[src/rtl/serial_adder_n_if.sv]
// ============================================================================
//  Module   : serial_adder_n_if
//  Brief    : Operand/result handshake bundle for the bit-serial adder.
//  Revision : 1.0
// ============================================================================
`default_nettype none

interface serial_adder_n_if #(
    parameter int WIDTH = 8
);
    logic             in_valid;
    logic             in_ready;
    logic [WIDTH-1:0] a;
    logic [WIDTH-1:0] b;
    logic             sub;
    logic             cin;
    logic             out_valid;
    logic             out_ready;
    logic [WIDTH-1:0] sum;
    logic             cout;
    logic             overflow;
    logic             busy;

    modport slave (
        input  in_valid, a, b, sub, cin, out_ready,
        output in_ready, out_valid, sum, cout, overflow, busy
    );

    modport master (
        output in_valid, a, b, sub, cin, out_ready,
        input  in_ready, out_valid, sum, cout, overflow, busy
    );
endinterface

`default_nettype wire

[src/rtl/serial_adder_n.sv]
// ============================================================================
//  Module   : serial_adder_n
//  Brief    : Bit-serial add/subtract, BITS_PER_CYCLE bits per clock.
//  Revision : 1.0
// ============================================================================
`default_nettype none

module serial_adder_n #(
    parameter int WIDTH          = 8,
    parameter int BITS_PER_CYCLE = 1
) (
    input wire logic          clk,
    input wire logic          rst,
    serial_adder_n_if.slave   bus
);
    localparam int c_bpc   = BITS_PER_CYCLE;
    localparam int c_steps = WIDTH / c_bpc;
    localparam int c_cnt_w = (c_steps > 1) ? $clog2(c_steps) : 1;
    localparam logic [c_cnt_w-1:0] c_last = c_cnt_w'(c_steps - 1);

    generate
        if (WIDTH < 2 || c_bpc < 1 || (WIDTH % c_bpc) != 0) begin : g_bad_params
            $error("serial_adder_n: BITS_PER_CYCLE must divide WIDTH and WIDTH >= 2");
        end
    endgenerate

    typedef enum logic [1:0] {
        S_IDLE = 2'd0,
        S_RUN  = 2'd1,
        S_DONE = 2'd2
    } state_t;

    state_t             r_state;
    state_t             w_state_next;
    logic [c_cnt_w-1:0] r_cnt;
    logic [WIDTH-1:0]   r_a;
    logic [WIDTH-1:0]   r_b;
    logic [WIDTH-1:0]   r_sum;
    logic               r_carry;
    logic               r_sub;
    logic               r_cout;
    logic               r_ovf;

    logic [c_bpc:0]     w_grp;
    logic [WIDTH-1:0]   w_grp_ext;
    logic [WIDTH-1:0]   w_sum_next;
    logic               w_cmsb;
    logic               w_last;
    logic               w_accept;

    assign w_grp = {1'b0, r_a[c_bpc-1:0]} + {1'b0, r_b[c_bpc-1:0]} + (c_bpc+1)'(r_carry);
    // Carry into the group's top bit recovered from its sum bit and operand bits.
    assign w_cmsb     = r_a[c_bpc-1] ^ r_b[c_bpc-1] ^ w_grp[c_bpc-1];
    assign w_grp_ext  = WIDTH'(w_grp[c_bpc-1:0]) << (WIDTH - c_bpc);
    assign w_sum_next = (r_sum >> c_bpc) | w_grp_ext;
    assign w_last     = (r_cnt == c_last);
    assign w_accept   = (r_state == S_IDLE) && bus.in_valid;

    always_comb begin
        w_state_next = r_state;
        case (r_state)
            S_IDLE:  if (bus.in_valid)  w_state_next = S_RUN;
            S_RUN:   if (w_last)        w_state_next = S_DONE;
            S_DONE:  if (bus.out_ready) w_state_next = S_IDLE;
            default:                    w_state_next = S_IDLE;
        endcase
    end

    always_ff @(posedge clk) begin
        if (rst) begin
            r_state <= S_IDLE;
            r_cnt   <= '0;
            r_a     <= '0;
            r_b     <= '0;
            r_sum   <= '0;
            r_carry <= 1'b0;
            r_sub   <= 1'b0;
            r_cout  <= 1'b0;
            r_ovf   <= 1'b0;
        end else begin
            r_state <= w_state_next;
            if (w_accept) begin
                r_a     <= bus.a;
                r_b     <= bus.sub ? ~bus.b : bus.b;
                r_carry <= bus.sub ^ bus.cin;
                r_sub   <= bus.sub;
                r_cnt   <= '0;
            end else if (r_state == S_RUN) begin
                r_a     <= r_a >> c_bpc;
                r_b     <= r_b >> c_bpc;
                r_sum   <= w_sum_next;
                r_carry <= w_grp[c_bpc];
                r_cnt   <= r_cnt + 1'b1;
                if (w_last) begin
                    r_cout <= w_grp[c_bpc] ^ r_sub;
                    r_ovf  <= w_cmsb ^ w_grp[c_bpc];
                end
            end
        end
    end

    assign bus.in_ready  = (r_state == S_IDLE) && !rst;
    assign bus.out_valid = (r_state == S_DONE);
    assign bus.busy      = (r_state != S_IDLE);
    assign bus.sum       = r_sum;
    assign bus.cout      = r_cout;
    assign bus.overflow  = r_ovf;

endmodule

`default_nettype wire

[src/flat_wrapper.sv]
// flat-port wrapper written by rule: the top's interface ports become plain ports
module serial_adder_n_flat 
#(
    parameter int WIDTH          = 8,
    parameter int BITS_PER_CYCLE = 1
)
  (clk, rst, bus_in_valid, bus_a, bus_b, bus_sub, bus_cin, bus_out_ready, bus_in_ready, bus_out_valid, bus_sum, bus_cout, bus_overflow, bus_busy);
  serial_adder_n_if #(.WIDTH(WIDTH)) bus_i ();
  input wire logic clk;
  input wire logic rst;
  input wire logic [$bits(bus_i.in_valid)-1:0] bus_in_valid;
  input wire logic [$bits(bus_i.a)-1:0] bus_a;
  input wire logic [$bits(bus_i.b)-1:0] bus_b;
  input wire logic [$bits(bus_i.sub)-1:0] bus_sub;
  input wire logic [$bits(bus_i.cin)-1:0] bus_cin;
  input wire logic [$bits(bus_i.out_ready)-1:0] bus_out_ready;
  output wire logic [$bits(bus_i.in_ready)-1:0] bus_in_ready;
  output wire logic [$bits(bus_i.out_valid)-1:0] bus_out_valid;
  output wire logic [$bits(bus_i.sum)-1:0] bus_sum;
  output wire logic [$bits(bus_i.cout)-1:0] bus_cout;
  output wire logic [$bits(bus_i.overflow)-1:0] bus_overflow;
  output wire logic [$bits(bus_i.busy)-1:0] bus_busy;
  assign bus_i.in_valid = bus_in_valid;
  assign bus_i.a = bus_a;
  assign bus_i.b = bus_b;
  assign bus_i.sub = bus_sub;
  assign bus_i.cin = bus_cin;
  assign bus_i.out_ready = bus_out_ready;
  assign bus_in_ready = bus_i.in_ready;
  assign bus_out_valid = bus_i.out_valid;
  assign bus_sum = bus_i.sum;
  assign bus_cout = bus_i.cout;
  assign bus_overflow = bus_i.overflow;
  assign bus_busy = bus_i.busy;
  serial_adder_n #(.WIDTH(WIDTH), .BITS_PER_CYCLE(BITS_PER_CYCLE)) u_core (.clk(clk), .rst(rst), .bus(bus_i));
endmodule
[config.mk]
export PLATFORM = sky130hd
export DESIGN_NAME = serial_adder_n_flat
export DESIGN_NICKNAME = d
export VERILOG_FILES = /design/src/rtl/serial_adder_n_if.sv /design/src/rtl/serial_adder_n.sv /design/src/flat_wrapper.sv
export SDC_FILE = /design/constraint.sdc
export NUM_CORES = 1
export LEC_CHECK = 0
export ABC_AREA = 1
export CAP_MARGIN = 10
export CORE_MARGIN = 10
export CORE_UTILIZATION = 46
export CTS_CLUSTER_DIAMETER = 30
export DETAILED_ROUTE_END_ITERATION = 16
export GPL_TIMING_DRIVEN = 0
export MAX_ROUTING_LAYER = met4
export PLACE_DENSITY = 0.81
export SLEW_MARGIN = 40
export SYNTH_ARGS = -nofsm -noshare
export SYNTH_HDL_FRONTEND = slang
export SYNTH_SLANG_ARGS = --single-unit
[constraint.sdc]
create_clock -name clk -period 1.25 [get_ports clk]
set_input_delay 0.25 -clock clk [delete_from_list [all_inputs] [get_ports clk]]
set_output_delay 0.25 -clock clk [all_outputs]
set_load 0.01 [all_outputs]
[Word-level counts from Yosys, hierarchy flattened]
Index checks and enable logic that the tools add are counted.
Widths: inputs -> output; s select.
Cells by class
  add/subtract/negate cells: 3
  equality and inequality tests: 6
  multiplexer cells: 11
  bitwise operators: 8
  reductions and logical operators: 10
Operators by type and width (number)
  $mux 8: 5
  $not 8->8: 1
  $or 7x8->8: 1
  $mux 2: 3
  $pmux 2 s3: 1
  $reduce_and 3->1: 2
  $xor 1x1->1: 5
  $ne 2x2->1 const B: 2
  $reduce_bool 2->1: 2
  $add 3x1->3 const B: 1
  $eq 3x3->1 const B: 1
  $add 1x1->2: 1
  $add 2x1->2: 1
  $eq 2x1->1 const B: 1
  $eq 2x2->1 const B: 1
  $logic_and 1x1->1: 2
  $logic_not 2->1: 1
  $mux 1: 2
  $ne 2x1->1 const B: 1
  $reduce_and 2->1: 1
  $reduce_or 2->1: 1
  $logic_not 1->1: 1
  $not 1->1: 1
Word-level totals
  register bits: 33
  input bits: 22
  output and inout port bits: 13
  logic and storage cells: 47

[Longest topological paths before layout]
  depth after elaboration: 4
  depth in mapped cells: 9

[Worst setup path before layout]
Ideal clock, no wire load.
  kind: register to register
  from: register u_core.r_carry
  to: register u_core.r_ovf, in the netlist u_core.bus.overflow
  library setup time: 109 ps
  data arrival time: 1211 ps
  required time: 1141 ps
  path slack: -69 ps
  stages on the path, launching flop included: 9
  buffers on the path: 0
  period minus slack after synthesis: 1319 ps
  path through: dfxtp_1 -> fa_1 -> inv_1 -> nand2_1 -> nand2_1 -> nand2_1 -> nand3_1 -> nand2_1 -> inv_1
Between the ends
  longest elaborated chain between the ends: 3
RTL lines
  start, declared: RTL line serial_adder_n.sv:39  | logic r_carry;
  start signal, assigned: RTL line serial_adder_n.sv:85  | r_carry <= bus.sub ^ bus.cin;
  start signal, assigned: RTL line serial_adder_n.sv:92  | r_carry <= w_grp[c_bpc];
  $add 2x1->2: RTL line serial_adder_n.sv:51  | assign w_grp = {1'b0, r_a[c_bpc-1:0]} + {1'b0, r_b[c_bpc-1:0]} + (c_bpc+1)'(r_carry);
  net u_core.w_grp[0]: RTL line serial_adder_n.sv:44  | logic [c_bpc:0] w_grp;
  $xor 1x1->1: RTL line serial_adder_n.sv:53  | assign w_cmsb = r_a[c_bpc-1] ^ r_b[c_bpc-1] ^ w_grp[c_bpc-1];
  $xor 1x1->1: RTL line serial_adder_n.sv:96  | r_ovf <= w_cmsb ^ w_grp[c_bpc];
  end signal, assigned: RTL line serial_adder_n.sv:96
  end, declared: RTL line serial_adder_n.sv:42  | logic r_ovf;
The timed path passes the listed nets, and every way through them passes these cells.
A chain may end at the register's enable or synchronous reset.

[Worst setup path in the final report]
  from: register u_core.r_b[0]
  to: register u_core.r_ovf, in the netlist u_core.bus.overflow
Between the ends
  longest elaborated chain between the ends: 4
  elaborated cells between the ends (all ways): 5
  classes of those cells: add/sub (2); bitwise (3)
RTL lines
  start, declared: RTL line serial_adder_n.sv:37  | logic [WIDTH-1:0] r_b;
  start signal, assigned: RTL line serial_adder_n.sv:84  | r_b <= bus.sub ? ~bus.b : bus.b;
  start signal, assigned: RTL line serial_adder_n.sv:90  | r_b <= r_b >> c_bpc;
  $add 1x1->2: RTL line serial_adder_n.sv:51
  $add 2x1->2: RTL line serial_adder_n.sv:51
  net u_core.w_grp[0]: RTL line serial_adder_n.sv:44
  $xor 1x1->1: RTL line serial_adder_n.sv:53
  $xor 1x1->1: RTL line serial_adder_n.sv:96
The timed path passes the listed nets, and every way through them passes these cells.

==> reports/qor.csv <==
metric,value,unit
minimum clock period,1.45,ns
Die Span X,81.6,µm
Area Growth Syn to Fin,33.2,%
Synth Area in Compound Gates,10.7,%
Least-Margin Pin Slew,0.262,ns
Synth Area in Adders,2.58,%
layout cells sized above 1,19.3,%
Core ar.,3660,µm²
critical-path cell list,fa_2 -> inv_2 -> nand2_1 -> nand2_1 -> nand2_1 -> nand3_1 -> nand2_1 -> inv_1,
result of the run,"finished, violations left",
CP max stage delay,0.60,ns
Worst Hold Class,primary input to register,
Multi-input gate area,931,µm²
clock root cell,clkbuf_8,
period utilisation layout,116,%
largest net degree at the start of global routing,11,
total gr overflow,0,
Post-Synthesis Cells,256,
syn nets,281,
leakage power,1.14,nW
CTS sink cnt,33,
Non-Filler Instances,354,
multiplexer share of the synthesized area,0,%
vias in the first global route,1572,
switch share,29.1,%
number of synthesized register bits,33,
initial antenna violation count,0,
Synth Area in Simple Gates,36.1,%
Startpoint Class,register,
DR WL/cell,11.6,µm
Antenna Cells,0,
"Cell Area, Placed",2140,µm²
fmax,690,MHz
CP Buf/Inv Count,2,
clock power share,30.3,%
gr usage total,12.8,%
post-placement cell count,337,
area share of xor/xnor cells in the synthesized design,1.50,%
critical path type,register to register,
post-route cell area,2330,µm²
DR vias/cell,4.69,
number of I/O port buffers,33,
Initial DRT Pass Iterations,4,
Worst EP required,1.42,ns
DP HPWL,2850,µm
Vias,1660,
die area,6660,µm²
Worst-path clk slew,0.07,ns
Synth Cell Area,1750,µm²
RSZ-0062 raised after global routing,true,
first-iteration detailed-routing DRC count,146,
Final WS setup,-0.199,ns
Initial Util,47.7,%
post-layout util,63.5,%
"delay-heaviest family, CP",adder cells,
CTS Buffer Depth,2,
largest family of logic cells by synthesized area,simple AND/OR/NAND/NOR gates,
PD cells,1080,nW/µm²
Max Cap Viol,0,
"Slowest-stage cell, CP",fa_2,
Switch Pwr,0.731,mW
Sequential Area,673,µm²
post-synth cell types,24,
Max Slew Vio Count,0,
Final setup viols,4,
Relative slew margins,82.5,%
RD Place Congestion,0.786,
Inserted Clock Buffers,5,
Worst Clk Skew,0.00729,ns
crit path DAT,1.62,ns
Ports,35,
Mean Syn Cell Area,6.82,µm²
Reg power frac,46.7,%
Peak VDD IR,530,µV
# rows,22,
Ys Warns,0,
Worst-Skew Late Latency,0.28,ns
Comb power frac,23.0,%
Detail Route Antenna Nets,0,
# DRC,0,
P_int,1.78,mW
DRT Wirelength,4100,µm
violated checks,negative setup slack,
CP endpoint kind,register,
Crit Path Max Fanout,3,
Fin. Hold Viols,0,
first-pass GRT wire length,6800,µm
htree depth,2,
share of the yosys chip area belonging to registers,37.8,%
fin nets,330,
Die Ht,81.6,µm
CTS tree,done,
most numerous cell on the critical path,nand2_1,
Filler Cell Count,320,
## cells in the final DEF (no fill, tap or decap), types with 2 or more instances in the layout
cell and n:
buf_6 7, nand2_2 3, nand2_4 2, o21ai_0 8
nand3b_1 6, buf_2 5, xor2_1 2, clkbuf_8 5
a21oi_1 6, ha_1 2, buf_4 7, dlygate4sd2_1 11
dfxtp_4 3, nand3_1 9, nand2_1 105, nor2_4 3
clkinv_2 2, nor2_2 3, clkdlybuf4s50_1 19, inv_1 26
a21oi_2 10, nor2_1 20, dfxtp_1 29
## cell families after synthesis
logic type / count (synthesis)
buffers and inverters: 39
DFF: 33
adders and majority gates: 3
and+or+nand+nor: 150
AOI/OAI and AO/OA: 28
xor gates and xnor gates: 3
## flip-flops by register name, indices dropped and copies added (netlist names)
register and count:
u_core.bus.overflow 1, u_core.r_state 2, u_core.r_carry 1, u_core.bus.cout 1
u_core.r_sub 1, u_core.r_b 8, u_core.bus.sum 8, u_core.r_a 8
u_core.r_cnt 3
## metrics by stage
step                TNS (ns)  power (mW)  hold WS, ns  worst slack [ns]
floorplan            -0.0694        1.53        0.312           -0.0694
global placement       -5.41        1.71        0.454            -0.756
detailed placement     -5.64        1.73        0.463            -0.750
CTS                   -0.247        2.51        0.394            -0.177
global route          -0.499        2.64        0.414            -0.255
finish                -0.304        2.51        0.411            -0.199
## what timing repair did
item / CTS / global route
endpoints found under the setup margin: 17 / 23
gates resized for setup: 34 / 13
hold buffers: 0 / 0
pin swaps: 5 / 4
hold endpoints to repair: 0 / 0
setup buffers: 7 / 2
gates cloned: 0 / 2
## power groups by stage
stage	logic, mW	registers [mW]	clock network, mW
detailed placement	0.534	1.19	0
CTS	0.563	1.17	0.778
global placement	0.524	1.19	0
floorplan	0.336	1.20	0
global route	0.644	1.18	0.817
finish	0.577	1.17	0.762
## layer usage
layer	GRT usage [%]	up-vias	routed length, µm
met2	22.7	35	2120
met1	13.9	739	1750
met5	-	-	0
li1	-	884	-
met4	3.06	0	20
met3	3.71	2	205
## cells in the mapped netlist
master    count  area [µm²]
a21oi_1       7        35.0
a21oi_2       9        78.8
a31oi_1       1        6.26
buf_2         3        15.0
buf_4         2        15.0
buf_6         5        56.3
dfxtp_1      33         661
fa_1          1        20.0
ha_1          2        25.0
inv_1        27         101
inv_2         1        3.75
inv_4         1        6.26
nand2_1     105         394
nand2_2       3        18.8
nand2_4       1        11.3
nand3_1      10        50.1
nand3b_1      6        45.0
nor2_1       22        82.6
nor2_2        1        6.26
nor2_4        2        22.5
o21ai_0      10        50.1
o21ai_4       1        16.3
xnor2_1       1        8.76
xor2_1        2        17.5
## path summary, 6_finish.rpt
path,start,to,slack (ns),depth (start not counted)
worst max-delay path,u_core.r_b[0]$_SDFFE_PP0P_,u_core.bus.overflow$_SDFFE_PP0P_,-0.20,8
worst min-delay path,rst,u_core.r_a[1]$_SDFFE_PP0P_,0.41,2
worst max register to register,u_core.r_b[0]$_SDFFE_PP0P_,u_core.bus.overflow$_SDFFE_PP0P_,-0.20,8
worst min register to register,u_core.r_cnt[1]$_SDFFE_PP0N_,u_core.r_cnt[1]$_SDFFE_PP0N_,0.47,2
## area by class of cell
cell class,instances,area share [%]
clock buffers,6,3.12
inverters,29,5.00
flip-flops and latches,33,28.9
multi-input cells,186,40.0
plain buffers,9,3.34
repair buffers,41,16.6
well taps,48,2.58
clock inverters,2,0.430
No activity file was read; power rests on OpenSTA's default activity.
